[config.mk]
export PLATFORM = sky130hd
export DESIGN_NAME = instr_encoder
export DESIGN_NICKNAME = d
export VERILOG_FILES = /design/src/rtl/rv32_pkg.sv /design/src/rtl/instr_encoder_imm_pack.sv /design/src/rtl/instr_encoder.sv
export SDC_FILE = /design/constraint.sdc
export NUM_CORES = 1
export LEC_CHECK = 0
export BUFFER_PORTS_ARGS = -buffer_cell sky130_fd_sc_hd__buf_2
export CAP_MARGIN = 20
export CORE_ASPECT_RATIO = 0.9
export CORE_UTILIZATION = 25
export DETAILED_ROUTE_END_ITERATION = 6
export GPL_TIMING_DRIVEN = 0
export MAX_ROUTING_LAYER = met4
export PLACE_DENSITY = 0.47
export SLEW_MARGIN = 20
export SYNTH_ARGS = -nofsm -noshare
export SYNTH_HDL_FRONTEND = slang
export SYNTH_SLANG_ARGS = --single-unit
export TNS_END_PERCENT = 1
[constraint.sdc]
create_clock -name iClk -period 3.2 [get_ports iClk]
set_input_delay 0.16 -clock iClk [delete_from_list [all_inputs] [get_ports iClk]]
set_output_delay 0.16 -clock iClk [all_outputs]
set_load 0.005 [all_outputs]
[src/rtl/rv32_pkg.sv]
// rv32_pkg: RV32I opcodes, instruction format enum and opcode-to-format lookup.
// Rev 1.0
`default_nettype none

package rv32_pkg;

  localparam logic [6:0] OP_R      = 7'b0110011;
  localparam logic [6:0] OP_IMM    = 7'b0010011;
  localparam logic [6:0] OP_LOAD   = 7'b0000011;
  localparam logic [6:0] OP_JALR   = 7'b1100111;
  localparam logic [6:0] OP_SYSTEM = 7'b1110011;
  localparam logic [6:0] OP_STORE  = 7'b0100011;
  localparam logic [6:0] OP_BRANCH = 7'b1100011;
  localparam logic [6:0] OP_LUI    = 7'b0110111;
  localparam logic [6:0] OP_AUIPC  = 7'b0010111;
  localparam logic [6:0] OP_JAL    = 7'b1101111;

  localparam logic [31:0] NOP = 32'h0000_0013;

  typedef enum logic [2:0] {
    FMT_R, FMT_I, FMT_S, FMT_B, FMT_U, FMT_J, FMT_BAD
  } fmt_t;

  function automatic fmt_t fmt_of(input logic [6:0] op);
    case (op)
      OP_R:                                  return FMT_R;
      OP_IMM, OP_LOAD, OP_JALR, OP_SYSTEM:   return FMT_I;
      OP_STORE:                              return FMT_S;
      OP_BRANCH:                             return FMT_B;
      OP_LUI, OP_AUIPC:                      return FMT_U;
      OP_JAL:                                return FMT_J;
      default:                               return FMT_BAD;
    endcase
  endfunction

endpackage

`default_nettype wire

[src/rtl/instr_encoder_imm_pack.sv]
// imm_pack: places a 32-bit immediate into its RV32I bit positions and flags range errors.
// Rev 1.0
`default_nettype none

module imm_pack
  import rv32_pkg::*;
(
  input  fmt_t        fmt,
  input  logic [31:0] imm,
  input  logic        shift,
  output logic [31:0] placed,
  output logic        err
);

  logic fits12, fits13, fits21;

  assign fits12 = (imm[31:11] == {21{imm[11]}});
  assign fits13 = (imm[31:12] == {20{imm[12]}});
  assign fits21 = (imm[31:20] == {12{imm[20]}});

  always_comb begin
    placed = 32'b0;
    err    = 1'b0;
    case (fmt)
      FMT_I: begin
        if (shift) begin
          // shamt is unsigned: any negative value is out of range too
          placed[24:20] = imm[4:0];
          err           = |imm[31:5];
        end else begin
          placed[31:20] = imm[11:0];
          err           = !fits12;
        end
      end
      FMT_S: begin
        placed[31:25] = imm[11:5];
        placed[11:7]  = imm[4:0];
        err           = !fits12;
      end
      FMT_B: begin
        placed[31]    = imm[12];
        placed[30:25] = imm[10:5];
        placed[11:8]  = imm[4:1];
        placed[7]     = imm[11];
        err           = !fits13 || imm[0];
      end
      FMT_U: begin
        placed[31:12] = imm[31:12];
        err           = |imm[11:0];
      end
      FMT_J: begin
        placed[31]    = imm[20];
        placed[30:21] = imm[10:1];
        placed[20]    = imm[11];
        placed[19:12] = imm[19:12];
        err           = !fits21 || imm[0];
      end
      default: begin
        placed = 32'b0;
        err    = 1'b0;
      end
    endcase
  end

endmodule

`default_nettype wire

[src/rtl/instr_encoder.sv]
// instr_encoder: 2-stage valid/ready RV32I field-to-word encoder with word address tagging.
// Rev 1.0
`default_nettype none

module instr_encoder
  import rv32_pkg::*;
#(
  parameter int          ADDR_W    = 10,
  parameter int unsigned BASE_ADDR = 0
) (
  input  logic              iClk,
  input  logic              iRst,
  input  logic              iClear,
  input  logic              iValid,
  output logic              oReady,
  input  logic [6:0]        iOpcode,
  input  logic [4:0]        iRd,
  input  logic [2:0]        iFunct3,
  input  logic [4:0]        iRs1,
  input  logic [4:0]        iRs2,
  input  logic [6:0]        iFunct7,
  input  logic [31:0]       iImm,
  output logic              oValid,
  input  logic              iReady,
  output logic [31:0]       oInstr,
  output logic [ADDR_W-1:0] oAddr,
  output logic              oErr,
  output logic [7:0]        oErrCnt
);

  localparam logic [ADDR_W-1:0] BASE = BASE_ADDR[ADDR_W-1:0];

  logic              s1_valid, s2_valid;
  logic [6:0]        s1_op, s1_f7;
  logic [4:0]        s1_rd, s1_rs1, s1_rs2;
  logic [2:0]        s1_f3;
  logic [31:0]       s1_imm;
  logic [31:0]       s2_instr;
  logic              s2_err;
  logic [ADDR_W-1:0] addr;
  logic [7:0]        err_cnt;

  logic        s1_adv, s2_adv, out_xfer;
  fmt_t        fmt;
  logic        shift;
  logic [31:0] imm_bits;
  logic        imm_err;
  logic [31:0] word;
  logic        word_err;

  assign s2_adv   = !s2_valid || iReady;
  assign s1_adv   = !s1_valid || s2_adv;
  assign oReady   = s1_adv && !iClear;
  assign out_xfer = s2_valid && iReady;

  assign fmt   = fmt_of(s1_op);
  assign shift = (s1_op == OP_IMM) && (s1_f3 == 3'b001 || s1_f3 == 3'b101);

  imm_pack u_imm_pack (
    .fmt    (fmt),
    .imm    (s1_imm),
    .shift  (shift),
    .placed (imm_bits),
    .err    (imm_err)
  );

  always_comb begin
    word     = NOP;
    word_err = 1'b1;
    case (fmt)
      FMT_R: begin
        word     = {s1_f7, s1_rs2, s1_rs1, s1_f3, s1_rd, s1_op};
        word_err = 1'b0;
      end
      FMT_I: begin
        word     = imm_bits | {12'b0, s1_rs1, s1_f3, s1_rd, s1_op}
                 | (shift ? {s1_f7, 25'b0} : 32'b0);
        word_err = imm_err;
      end
      FMT_S, FMT_B: begin
        word     = imm_bits | {7'b0, s1_rs2, s1_rs1, s1_f3, 5'b0, s1_op};
        word_err = imm_err;
      end
      FMT_U, FMT_J: begin
        word     = imm_bits | {20'b0, s1_rd, s1_op};
        word_err = imm_err;
      end
      default: begin
        word     = NOP;
        word_err = 1'b1;
      end
    endcase
  end

  // Input field capture needs no reset: s1_valid qualifies it.
  always_ff @(posedge iClk) begin
    if (iValid && oReady) begin
      s1_op  <= iOpcode;
      s1_rd  <= iRd;
      s1_f3  <= iFunct3;
      s1_rs1 <= iRs1;
      s1_rs2 <= iRs2;
      s1_f7  <= iFunct7;
      s1_imm <= iImm;
    end
  end

  always_ff @(posedge iClk) begin
    if (iRst) begin
      s1_valid <= 1'b0;
      s2_valid <= 1'b0;
      s2_instr <= 32'b0;
      s2_err   <= 1'b0;
      addr     <= BASE;
      err_cnt  <= 8'd0;
    end else if (iClear) begin
      // A transfer on this cycle is discarded, so neither counter advances.
      s1_valid <= 1'b0;
      s2_valid <= 1'b0;
      addr     <= BASE;
    end else begin
      if (s1_adv) s1_valid <= iValid;
      if (s2_adv) s2_valid <= s1_valid;
      if (s2_adv && s1_valid) begin
        s2_instr <= word;
        s2_err   <= word_err;
      end
      if (out_xfer) begin
        addr <= addr + ADDR_W'(1);
        if (s2_err && err_cnt != 8'hFF) err_cnt <= err_cnt + 8'd1;
      end
    end
  end

  assign oValid  = s2_valid;
  assign oInstr  = s2_instr;
  assign oErr    = s2_err;
  assign oAddr   = addr;
  assign oErrCnt = err_cnt;

endmodule

`default_nettype wire

==> flow_metrics.py <==
metrics = {
    "cells_and_area": {
        "drive_gt1_frac": 0.2979,
        "fin_nets": 683,
        "antenna_cells": 0,
        "final_cells": 871,
        "utilization": 0.3702,
        "n_fill_cell": 1872,
        "synthToLayoutAreaGrowth_pct": 45.22,
    },
    "clock_tree": {
        "clock-sinks": 117,
        "cts_tree": "done",
        "clk_path_buf_depth": 2,
        "h-tree-depth": 4,
        "clkLatencyLatePin_ns": 0.41,
        "cts_root_buffer": "clkbuf_16",
        "cts_buffers": 17,
        "clk_pin_slew_ns": 0.05,
    },
    "grt": {
        "grt_max_degree": 46,
        "antenna_found_initial": 0,
        "grt_first_pass_wirelength_mm": 21.61,
        "overflow": 0,
        "track_usage": 0.1480,
        "grt_pass1_vias": 4039,
    },
    "floorplan": {
        "die_h_um": 134.6,
        "core_area_sq_mm": 0.01916,
        "fp.dieW_um": 149.3,
        "num_rows": 48,
        "initial_core_util": 0.2549,
        "die-area_sq_mm": 0.02010,
        "pin_count": 122,
    },
    "synthesis": {
        "synthTopCellsByCount": "edfxtp_1 (64), dfxtp_1 (53), nor2_1 (39), nand2_1 (25), a22o_1 (14)",
        "ys_ff_latch": 117,
        "yosys_warnings": 0,
        "yosys.cell_types.count": 66,
        "syn_inst": 399,
        "synth_area_per_cell_sq_um": 12.24,
        "synth.top_cell.area_share": 0.3935,
        "synth_area_sq_mm": 0.004883,
        "synthFlopType": "edfxtp_1",
        "synthArstFlopShare": 0,
        "synth_nets": 474,
        "yosysSeqAreaShare": 0.6108,
        "synth.most_common_cell": "edfxtp_1",
        "synth_edf_count": 64,
        "yosys.area.top_type": "edfxtp_1",
        "synth_area_leaders": "edfxtp_1 (39%), dfxtp_1 (22%), nor2_1 (3.0%)",
    },
    "sta": {
        "whs_ns": 0.08320,
        "finalHoldViolations": 0,
        "tightest_slew_ns": 0.8176,
        "drv_slew": 0,
        "setup_viol": 0,
        "fin_ws_ns": 0.1593,
        "timing.final.crit_share": 0.9502,
        "clock_skew_ns": 0.009177,
        "period_needed_ns": 3.041,
        "max_freq_mhz": 328.9,
        "slew_headroom": 0.4529,
    },
    "setup_path": {
        "required_ns": 3.49,
        "critPathMaxFanout": 8,
        "arrival_ns": 3.33,
        "criticalPathCategory": "flip-flop to flip-flop",
        "cp-start-kind": "flip-flop",
        "worstSetupEndpointType": "flip-flop",
    },
    "place": {
        "place_ws_ns": -0.02922,
        "portBuffers": 120,
        "hpwlAfterDp_mm": 9.869,
        "gp_congestion": 0.8623,
        "dp_cells": 770,
    },
    "drt": {
        "drtIter0Drc": 297,
        "viasPerCell": 4.670,
        "ant_nets": 0,
        "wl_per_cell_um": 15.93,
        "vias": 4068,
        "drc": 0,
        "dr.pass1.iters": 5,
        "drt_wl_total_mm": 13.88,
    },
    "outcome": {
        "status": "finished, final reports clean",
    },
    "power_and_ir_drop": {
        "power_per_cell_area_mw_per_mm2": 525.9,
        "p_leak_nw": 2.817,
        "max-vdd-ir-drop_uv": 310.3,
        "finalPower_mw": 3.729,
    },
    "job": {
        "drv_cap": 0,
    },
    "min_path": {
        "hold_class": "input port to flip-flop",
    },
}
==> per-stage QoR <==
stage,cell area [sq um],setup TNS (ns)
final,7092,0
after global routing,7092,-0.01495
after CTS,7053,0
after detailed placement,5833,-0.1897
after global placement,5797,-15.59
after floorplan,4883,0
==> worst max-delay path, cell delays in order (launching register included) <==
cell	delay, ns
edfxtp_1	0.46
and4b_1	0.23
o2111a_1	0.27
buf_6	0.15
inv_2	0.11
ha_2	0.25
inv_1	0.08
mux2i_4	0.31
nor4b_2	0.13
or3_1	0.33
buf_2	0.17
a222oi_1	0.33
o21ai_1	0.10
==> power by group <==
part           leakage [nW]  switching [mW]  internal [mW]  total (mW)
logic                  1.52           0.116          0.130       0.246
registers              1.03          0.0449           1.65        1.70
clock network         0.266           0.650           1.13        1.78
==> sequential cells by signal, summed over array words and instances, names as in the netlist <==
name and cells:
oAddr 10, oErr 1, oErrCnt 8, oInstr 32
oValid 1, s1_f3 3, s1_f7 7, s1_imm 32
s1_op 7, s1_rd 5, s1_rs1 5, s1_rs2 5
s1_valid 1
==> cell type report <==
class | count | area (sq um) | area share
flip-flops and latches | 117 | 2983 | 0.4206
multi-input cells | 257 | 1822 | 0.2569
repair buffers | 190 | 1309 | 0.1845
clock buffers | 21 | 440.4 | 0.06210
well taps | 250 | 312.8 | 0.04411
clock inverters | 11 | 112.6 | 0.01588
plain buffers | 16 | 78.83 | 0.01112
inverters | 9 | 33.78 | 0.004764
==> cell usage in the layout, fill, tap and decap left out, types with 6 or more instances in the layout <==
master / instances
edfxtp_1: 64
a32oi_1: 10
xnor2_1: 7
xor2_1: 8
o21ai_0: 10
buf_2: 126
a22o_1: 14
nand3_1: 11
dlygate4sd3_1: 65
clkbuf_16: 17
a21o_1: 9
clkbuf_1: 12
dfxtp_1: 53
a21oi_1: 8
nand2_1: 25
nor2_1: 39
clkinv_2: 6
inv_1: 8
nor3_1: 9
and3_1: 6
==> per-layer routing <==
layer  routed length [um]  vias to the layer above  GRT usage
li1                     -                     1972          -
met1                 6537                     1959     0.1866
met2                 6489                      129     0.2287
met3                  764                        8    0.04088
met4                   85                        0    0.04819
met5                    0                        -          -
==> cell families (layout without fill, tap and decap cells) <==
logic type | Yosys count | count (layout) | synth area share
AND/OR/NAND/NOR | 131 | 131 | 0.1430
multiplexers | 5 | 5 | 0.01332
XOR/XNOR | 15 | 15 | 0.02690
adder cells (fa/ha/maj) | 6 | 6 | 0.01537
buffers and inverters | 25 | 247 | 0.02306
AO/OA/AOI/OAI | 100 | 100 | 0.1676
flip-flops | 117 | 117 | 0.6108
==> worst paths after layout <==
path	slack, ns	cells after the start	endpoint	start
max	0.16	12	oInstr[28]	s1_op[3]
min reg2reg	0.44	1	oInstr[19]	s1_rs1[4]
max reg2reg	0.16	12	oInstr[28]	s1_op[3]
min	0.08	4	oAddr[1]	iReady
==> timing repair <==
action                                  4_1_cts  5_1_grt
gates resized for setup                       2        2
hold endpoints to repair                     65        0
hold buffers                                 65        0
endpoints found under the setup margin       10       19
setup buffers                                 0        4
pin swaps                                     0        2
Note: power is estimated with default switching activity, not from simulation.
